`config.mk`:
```
export PLATFORM = sky130hd
export DESIGN_NAME = uart_tx_queue
export DESIGN_NICKNAME = d
export VERILOG_FILES = /design/src/rtl/uart_tx_queue.sv
export SDC_FILE = /design/constraint.sdc
export NUM_CORES = 1
export LEC_CHECK = 0
export CAP_MARGIN = 20
export CORE_MARGIN = 2
export CORE_UTILIZATION = 36
export CTS_BUF_LIST = sky130_fd_sc_hd__clkbuf_4 sky130_fd_sc_hd__clkbuf_8
export DETAILED_ROUTE_END_ITERATION = 10
export GPL_ROUTABILITY_DRIVEN = 0
export PLACE_DENSITY = 0.53
export RECOVER_POWER = 50
export SLEW_MARGIN = 15
export SYNTH_ARGS = -nofsm -noshare
export SYNTH_HDL_FRONTEND = slang
export SYNTH_SLANG_ARGS = --single-unit
```
`constraint.sdc`:
```
create_clock -name CLK100MHZ -period 5.2 [get_ports CLK100MHZ]
set_clock_uncertainty 0.1 [all_clocks]
set_input_delay 1.04 -clock CLK100MHZ [delete_from_list [all_inputs] [get_ports CLK100MHZ]]
set_output_delay 1.04 -clock CLK100MHZ [all_outputs]
set_load 0.005 [all_outputs]
```
`src/rtl/uart_tx_queue.sv`:
```
// Byte FIFO and launch sequencer feeding a UART transmitter over a tx_start/tx_data/tx_idle handshake.
// Define UART_TXQ_OVERFLOW_EN to add the sticky overflow flag and its ovf_clr input.
module uart_tx_queue #(
  parameter int DEPTH  = 16,
  parameter int ADDR_W = 4
) (
  input  logic              CLK100MHZ,
  input  logic              reset,
  input  logic              wr_en,
  input  logic [7:0]        wr_data,
  output logic              full,
  output logic              empty,
  output logic [ADDR_W:0]   count,
  output logic              busy,
  output logic              tx_start,
  output logic [7:0]        tx_data,
`ifdef UART_TXQ_OVERFLOW_EN
  input  logic              ovf_clr,
  output logic              overflow,
`endif
  input  logic              tx_idle
);

  typedef enum logic [1:0] {
    S_IDLE,
    S_LAUNCH,
    S_WAIT_BUSY,
    S_WAIT_IDLE
  } state_t;

  localparam logic [ADDR_W:0] FULL_COUNT = (ADDR_W+1)'(DEPTH);

  logic [7:0]        mem_q [DEPTH];
  logic [ADDR_W-1:0] wr_ptr_q, wr_ptr_d;
  logic [ADDR_W-1:0] rd_ptr_q, rd_ptr_d;
  logic [ADDR_W:0]   count_q, count_d;
  logic [7:0]        tx_data_q, tx_data_d;
  logic              tx_start_q, tx_start_d;
  state_t            state_q, state_d;
  logic              push;
  logic              pop;

  assign full     = (count_q == FULL_COUNT);
  assign empty    = (count_q == '0);
  assign count    = count_q;
  assign busy     = (count_q != '0) || (state_q != S_IDLE);
  assign tx_start = tx_start_q;
  assign tx_data  = tx_data_q;

  assign push = wr_en && !full;

  // A pop only happens on the idle-to-launch transition, so it is decided here.
  always_comb begin
    state_d = state_q;
    pop     = 1'b0;
    case (state_q)
      S_IDLE: begin
        if (!empty && tx_idle) begin
          pop     = 1'b1;
          state_d = S_LAUNCH;
        end
      end
      S_LAUNCH:    state_d = S_WAIT_BUSY;
      S_WAIT_BUSY: if (!tx_idle) state_d = S_WAIT_IDLE;
      S_WAIT_IDLE: if (tx_idle) state_d = S_IDLE;
      default:     state_d = S_IDLE;
    endcase
  end

  always_comb begin
    wr_ptr_d   = push ? wr_ptr_q + ADDR_W'(1) : wr_ptr_q;
    rd_ptr_d   = pop ? rd_ptr_q + ADDR_W'(1) : rd_ptr_q;
    tx_data_d  = pop ? mem_q[rd_ptr_q] : tx_data_q;
    tx_start_d = (state_d == S_LAUNCH);
    case ({push, pop})
      2'b10:   count_d = count_q + (ADDR_W+1)'(1);
      2'b01:   count_d = count_q - (ADDR_W+1)'(1);
      default: count_d = count_q;
    endcase
  end

  always_ff @(posedge CLK100MHZ or posedge reset) begin
    if (reset) begin
      state_q    <= S_IDLE;
      wr_ptr_q   <= '0;
      rd_ptr_q   <= '0;
      count_q    <= '0;
      tx_data_q  <= 8'h00;
      tx_start_q <= 1'b0;
    end else begin
      state_q    <= state_d;
      wr_ptr_q   <= wr_ptr_d;
      rd_ptr_q   <= rd_ptr_d;
      count_q    <= count_d;
      tx_data_q  <= tx_data_d;
      tx_start_q <= tx_start_d;
    end
  end

  // Storage deliberately has no reset; the pointers and count define what is valid.
  always_ff @(posedge CLK100MHZ) begin
    if (push) begin
      mem_q[wr_ptr_q] <= wr_data;
    end
  end

`ifdef UART_TXQ_OVERFLOW_EN
  logic overflow_q, overflow_d;

  always_comb begin
    overflow_d = overflow_q;
    if (ovf_clr) begin
      overflow_d = 1'b0;
    end
    if (wr_en && full) begin
      overflow_d = 1'b1;
    end
  end

  always_ff @(posedge CLK100MHZ or posedge reset) begin
    if (reset) begin
      overflow_q <= 1'b0;
    end else begin
      overflow_q <= overflow_d;
    end
  end

  assign overflow = overflow_q;
`endif

endmodule
```
== Yosys cells after proc, flatten, opt, wreduce, memory -nomap -nowiden ==
Memories as Yosys holds them, arrays and structs flattened. A register that Yosys moved wholly into a read port is not among the register bits.
Cells that the tools add are included.
W data, S select, Z words.
Storage, ports and cells
  memory bits (writable): 128
  input port bits: 12
  output and inout port bits: 17
  latch bits: 0
  bits in read-only memories: 0
  logic and storage cells: 36
  memories: 1
  flip-flop bits (word level): 16
Operators by class
  divide/modulo/power cells: 0
  eq/ne operators: 7
  $add $sub $neg: 4
  multiplexer cells: 9
  order comparisons: 0
  shift operators: 0
  bitwise logic cells: 0
  reductions and logical operators: 10
  multipliers: 0
Memory list
  mem_q: depth 16, bits a word 8, rd ports 1, clocked after Yosys merged registers in 1, wr ports 1, RTL line 33  | logic [7:0] mem_q [DEPTH];
Operator list (count)
  $pmux W5 S2: 1
  $add A4 B1 Y4 const B: 2
  $pmux W2 S4: 1
  $eq A2 B1 Y1 const B: 3
  $eq A2 B2 Y1 const B: 3
  $mux W2: 3
  $add A5 B1 Y5 const B: 1
  $eq A5 B5 Y1 const B: 1
  $logic_not A5 Y1: 1
  $reduce_bool A5 Y1: 1
  $sub A5 B1 Y5 const B: 1
  $mux W1: 4
  $reduce_bool A2 Y1: 2
  $logic_and A1 B1 Y1: 2
  $logic_not A1 Y1: 2
  $logic_not A2 Y1: 1
  $logic_or A1 B1 Y1: 1

== Longest topological paths before layout ==
Gate-level depths: netlist of the first run.
  depth in word-level cells: 7
  depth in mapped cells: 12

== Worst setup path before layout of the first run ==
Ideal clock, no wire load.
  path kind: input-to-reg
  start point: in wr_en
  end point: reg count_q[4], in the netlist count[4]
  cell stages on the path: 10
  path slack: 2.153 ns
  data required time: 4.970 ns
  arrival: 2.816 ns
  setup time: 0.130 ns
  cell sequence: a21boi_1 > inv_1 > ha_1 > clkbuf_1 > xor2_1 > ha_1 > and3b_1 > o21ai_0 > a21oi_1 > xor2_1
On the way
  cells in the longest elaborated chain, start to end: 3
  elaborated cells between the ends (all ways): 5
RTL lines
  start, declared: RTL line 9  | input logic wr_en,
  $logic_and A1 B1 Y1 *: RTL line 50  | assign push = wr_en && !full;
  $eq A2 B1 Y1 or $eq A2 B2 Y1 (tied branches): RTL line 75  | case ({push, pop})
  $pmux W5 S2 or $reduce_bool A2 Y1 (tied branches)
  end signal, assigned: RTL line 94  | count_q <= count_d;
  end, declared: RTL line 36  | logic [ADDR_W:0] count_q, count_d;
Every way passes the cells marked *; elsewhere a longest branch is shown, timed or not.
A chain may end at the register's enable or synchronous reset.

== Final worst setup path of the first run ==
  start point: reg count_q[1], in the netlist count[1]
  end point: reg count_q[4], in the netlist count[4]
On the way
  cells in the longest elaborated chain, start to end: 7
  elaborated cells between the ends (all ways): 14
RTL lines
  $logic_not A5 Y1 *: RTL line 44  | assign empty = (count_q == '0);
  $logic_not A1 Y1 *: RTL line 58  | if (!empty && tx_idle) begin
  $logic_and A1 B1 Y1 *: RTL line 58
  $mux W1 *: RTL line 58
  $mux W1 *: RTL line 56  | case (state_q)
  named net pop: RTL line 41  | logic pop;
  $eq A2 B1 Y1 or $eq A2 B2 Y1 (tied branches): RTL line 75
  $pmux W5 S2 or $reduce_bool A2 Y1 (tied branches)
The timed path passes the listed nets; every way through them passes the cells marked *.

==> results of run 1 <==
-- cell families (layout without fill, tap and decap cells) --
group                    count (synthesis)  in the layout
XOR/XNOR                                13             13
adder cells (fa/ha/maj)                  8              8
flip-flops                             152            152
AND/OR/NAND/NOR                         53             53
buffers and inverters                   25             76
multiplexers                            49             49
AO/OA/AOI/OAI                           20             20
-- layer usage --
metal  global-route usage [%]  vias to the layer above  share of wire (%)
li1                         -                     1332                  -
met1                    19.00                     1562                 44
met2                    23.97                       57                 50
met3                    3.641                       17                4.5
met4                    5.439                        0                1.7
met5                        0                        -                  0
-- worst max-delay path: cells and delay by family (launching register included) --
| family | cells | cell delay [ns] |
|---|---|---|
| flops | 1 | 0.49 |
| fa+ha+maj | 2 | 0.58 |
| buf+inv | 1 | 0.16 |
| compound gates | 3 | 1.28 |
| simple gates | 2 | 0.77 |
| xor+xnor | 2 | 0.32 |
-- registers in the layout, summed over array words and instances, names as in the netlist --
register,count
count,5
mem_q,128
rd_ptr_q,4
state_q,2
tx_data,8
tx_start,1
wr_ptr_q,4
-- where the power goes --
part	total, mW	internal (mW)	switching [mW]
Clock	0.917	0.481	0.436
Combinational	1.05	0.511	0.536
Sequential	1.64	1.51	0.122
Total	3.60	2.51	1.09
-- path summary, 6_finish.rpt --
path | start | to | slack, ns | depth (start not counted)
min in group asynchronous | reset | count[2] | 0.84 | 2
worst min register to register | tx_data[0] | tx_data[0] | 0.40 | 2
worst min-delay path | tx_data[0] | tx_data[0] | 0.40 | 2
worst max-delay path | count[1] | count[4] | 1.40 | 10
max in group asynchronous | reset | rd_ptr_q[1] | 2.80 | 3
worst max register to register | count[1] | count[4] | 1.40 | 10
-- final cells by class --
| type | count | area, sq um | share of cell area, % |
|---|---|---|---|
| multi-input cells | 143 | 1558 | 22.09 |
| well taps | 220 | 275.3 | 3.903 |
| clock inverters | 13 | 155.1 | 2.200 |
| inverters | 8 | 32.53 | 0.4613 |
| flip-flops and latches | 152 | 4446 | 63.04 |
| repair buffers | 36 | 336.6 | 4.773 |
| clock buffers | 19 | 249.0 | 3.531 |
-- stage by stage --
step / power (mW) / hold slack (ns) / cell area, sq um / util, %
after detailed placement: 2.762 / 0.3850 / 6661 / 40.03
final: 3.600 / 0.4031 / 7052 / 42.37
after global routing: 3.814 / 0.4336 / 7052 / 42.37
after global placement: 2.744 / 0.3919 / 6661 / 40.03
after CTS: 3.677 / 0.4123 / 7066 / 42.46
after floorplan: 2.401 / 0.3822 / 6148 / -
-- cell usage in the layout (no fill, tap or decap), drive strengths merged, types with 2 or more instances in the layout --
master         count
bufinv             3
o221ai             8
o21ai              4
clkinv             8
dlygate4sd3       11
xnor2              7
dfrtp             24
clkdlybuf4s50     17
and3b              2
edfxtp           128
nand4              2
clkbuf            20
xor2               6
nand2             20
clkinvlp           2
ha                 8
inv                8
buf                7
mux2i             16
nand2b             3
mux4              32
nor2              16
a21oi              4
nor3               4
==> results.cfg, run 1 <==
[status]
status = finished clean

[place]
dp_cells = 558
io_buffers = 28
hpwlAfterDp_mm = 7.303
dpl_worst_slack_ns = 1.495

[floorplanning]
dieArea_sq_um = 18140
chipWidth_microns = 134.7
ioPinCount = 29
start_util_pct = 36.94
die_h_microns = 134.7
num_rows = 47
fp.coreArea_sq_um = 16640

[drt]
drt-vias-per-instance = 5.022
drt_iter0_drc = 163
wirelength_mm = 11.94
drc = 0
via_count = 2968
drtPass1Iterations = 4
wl_per_cell_microns = 20.21
ant_nets = 0

[timing]
worst_slew_pin_slew_ns = 1.303
rsz0062_at_grt = no
finalSetupTns_ns = 0
setup_viol = 0
slew_headroom_pct = 12.78
setup_slack_ns = 1.396
slew_viol_final = 0
period_needed_ns = 3.804
fin_crit_sh_pct = 73.15
timing.fmax_mhz = 262.9
final-hold-violation-count = 0

[yosys]
syn_inst = 320
syn_nets = 340
synthSimpleGateAreaFrac_pct = 4.294
yosysWarnings = 0
synth.area.top_cells = edfxtp_1 63%, mux4_2 12%, dfrtp_1 9.8%
synth_fa_ha_area_share_pct = 1.628
synth-compound-area-share_pct = 3.337
yosys-top-cells-count = 128 x edfxtp_1, 32 x mux4_2, 24 x dfrtp_1
synth_top_area_share_pct = 62.52
yosysTopAreaCell = edfxtp_1
ys_seq_area_share_pct = 72.28
dominantRegCellSynth = edfxtp_1
synth-xor-area-share_pct = 1.852
synthArstFlopShare_pct = 15.79
synth_top_family_by_area = multiplexers
yosysMostFrequentCell = edfxtp_1
syn-mean-instance-area_sq_um = 19.21
synth-seq-cells = 152
ys_types = 37
synth_edf_count = 128
syn_area_sq_um = 6148
synth.area.mux_share_pct = 14.51

[critical_path]
critPathArrivalTime_ns = 4.03
path_cells = or4_1 -> o211ai_1 -> inv_4 -> ha_1 -> xor2_1 -> ha_1 -> and3b_1 -> o21ai_0 -> a21oi_1 -> xor2_1
crit_type = reg2reg
end_kind = register
start_kind = register
crit_fanout = 13
required_ns = 5.43
cp_slowest_cell = o211ai_1
slowest_delay_ns = 1.04

[clock_tree]
clkSlewWorstSetupHoldPaths_ns = 0.08
cts.path.max_buffers = 2
cts_resized = 0
cts-htree-levels = 4
cts_made_buffers = 17
cts_setup_buffers = 0
cts.sinks = 152
cts-root-buf = clkbuf_8
clk_latency_ns = 0.44
cts_tree = yes
postCtsHoldBufs = 0

[layout]
synthToLayoutAreaGrowth_pct = 14.69
nFillCells = 1491
final_cells = 591
finalNetCount = 378
diodes = 0
drive_gt1_share_pct = 22.37

[flow_run]
max_cap_violations = 0

[global_route]
track_usage_pct = 14.64
grt_max_degree = 36
grt_pass1_vias = 3190
grt_pass1_wl_mm = 18.98
grt.overflow.total = 0
antenna_found_initial = 0

[worst_hold_path]
hold_class = reg2reg

[power]
power_leakage_nw = 2.386
p_per_area_nw_per_um2 = 510.5
irDropWorstVdd_uv = 199.1
Note: power is estimated with default switching activity, not from simulation.
==> run 2: changes to the inputs <==
- PLACE_DENSITY: 0.53 -> 0.55
- clock period: 5.2 -> 3.1 ns (I/O delays scaled with it)
==> results.cfg, run 2 (synthesis gave the netlist of run 1 again) <==
[drt]
wirelength_mm = 11.85
drtPass1Iterations = 5
drt_iter0_drc = 226
drc = 0
drt-vias-per-instance = 4.939
wl_per_cell_microns = 19.53
via_count = 2998
ant_nets = 0

[floorplanning]
chipWidth_microns = 134.7
dieArea_sq_um = 18140
start_util_pct = 36.94
die_h_microns = 134.7
num_rows = 47
ioPinCount = 29
fp.coreArea_sq_um = 16640

[clock_tree]
clk_latency_ns = 0.44
clkSlewWorstSetupHoldPaths_ns = 0.08
cts_tree = yes
cts-root-buf = clkbuf_8
cts_resized = 0
cts_setup_buffers = 0
cts.path.max_buffers = 2
cts_made_buffers = 17
postCtsHoldBufs = 0
cts.sinks = 152
cts-htree-levels = 4

[power]
power_leakage_nw = 2.471
p_per_area_nw_per_um2 = 839.3
irDropWorstVdd_uv = 393.5

[critical_path]
crit_type = reg2out
end_kind = output port
slowest_delay_ns = 0.60
crit_buf_inv = 1
crit_fanout = 9
required_ns = 2.38
cp_top_family = simple AND/OR/NAND/NOR gates
path_cells = or4_4 -> nor2_1 -> clkdlybuf4s50_1
start_kind = register
critPathArrivalTime_ns = 2.16
cp_slowest_cell = or4_4

[layout]
final_cell_mix = 128 x edfxtp_1, 32 x mux4_2, 23 x dfrtp_1, 21 x buf_4, 19 x nand2_1
synthToLayoutAreaGrowth_pct = 16.67
final_cells = 607
design_area_sq_um = 7173
ff_latch_area_sq_um = 4446
largest_reg_flops = 128
finalNetCount = 395
diodes = 0
regMostFlops = mem_q
nFillCells = 1472
final_common_cell = edfxtp_1
multi_input_area_sq_um = 1575
drive_gt1_share_pct = 25.84

[global_route]
grt_pass1_vias = 3252
track_usage_pct = 14.36
grt_pass1_wl_mm = 18.80
grt_use_met1_pct = 19.54
grt.overflow.total = 0
grt_use_met2_pct = 22.81
antenna_found_initial = 0
grt_max_degree = 34
busiest_layer = met2
grt_use_met3_pct = 3.904

[place]
placedInstanceArea_sq_um = 6802
hpwlAfterDp_mm = 7.518
dpl_worst_slack_ns = 0.2366
dp_cells = 575
io_buffers = 28

[status]
status = finished clean

[timing]
fin_crit_sh_pct = 92.87
period_needed_ns = 2.879
rsz0062_at_grt = no
timing.fmax_mhz = 347.3
whs_ns = 0.4010
worst_slew_pin_slew_ns = 1.087
setup_slack_ns = 0.2210
final-hold-violation-count = 0
setup_viol = 0
finalSetupTns_ns = 0
slew_viol_final = 0
slew_headroom_pct = 27.53

[worst_hold_path]
hold_class = reg2reg

[flow_run]
max_cap_violations = 0
## run 2: changes by cell type in the layout (fill, tap and decap cells not counted), sizes merged
cell / before / now
buf: 7 / 22
bufinv: 3 / 2
clkbuf: 20 / 22
clkdlybuf4s50: 17 / 18
clkinv: 8 / 6
dlygate4sd3: 11 / 10
inv: 8 / 10
## run 2: tightest hold or removal path: cells and delay by family (launching register included)
kind | cells | cell delay [ns]
flops | 1 | 0.35
simple gates | 1 | 0.06
compound gates | 1 | 0.05
## run 2: metrics by stage
| stage | util (%) | power (mW) |
|---|---|---|
| after detailed placement | 40.87 | 4.687 |
| final | 43.10 | 6.020 |
| after global placement | 40.87 | 4.645 |
| after CTS | 43.12 | 6.128 |
| after global routing | 43.10 | 6.376 |
| after floorplan | - | 4.027 |
## run 2: layer usage
layer  up-vias  routed length, microns  share of wire [%]
li1       1369                       -                  -
met1      1560                    5485                 46
met2        56                    5769                 49
met3        13                     474                4.0
met4         0                     125                1.1
met5         -                       0                  0
## run 2: final cells by class
class                      instances  area share (%)
clock inverter                    12           1.762
timing repair buffer              53           6.541
tap                              220           3.837
sequential                       152           61.97
inverter                           8          0.4535
clock buffer                      19           3.471
multi-input combinational        143           21.96
## run 2: final timing paths
| check | startpoint | depth (start not counted) | to | slack, ns |
|---|---|---|---|---|
| min in group asynchronous | reset | 2 | count[2] | 0.45 |
| worst min register to register | tx_data[7] | 2 | tx_data[7] | 0.40 |
| worst max-delay path | count[1] | 3 | empty | 0.22 |
| max in group asynchronous | reset | 3 | rd_ptr_q[1] | 1.11 |
| worst max register to register | count[1] | 10 | count[4] | 0.25 |
| worst min-delay path | tx_data[7] | 2 | tx_data[7] | 0.40 |
## run 2: power breakdown
group          leakage [nW]  internal (mW)  switching [mW]
sequential             1.45           2.54           0.262
clock                 0.193          0.726           0.712
combinational         0.829          0.917           0.866
total                  2.47           4.18            1.84
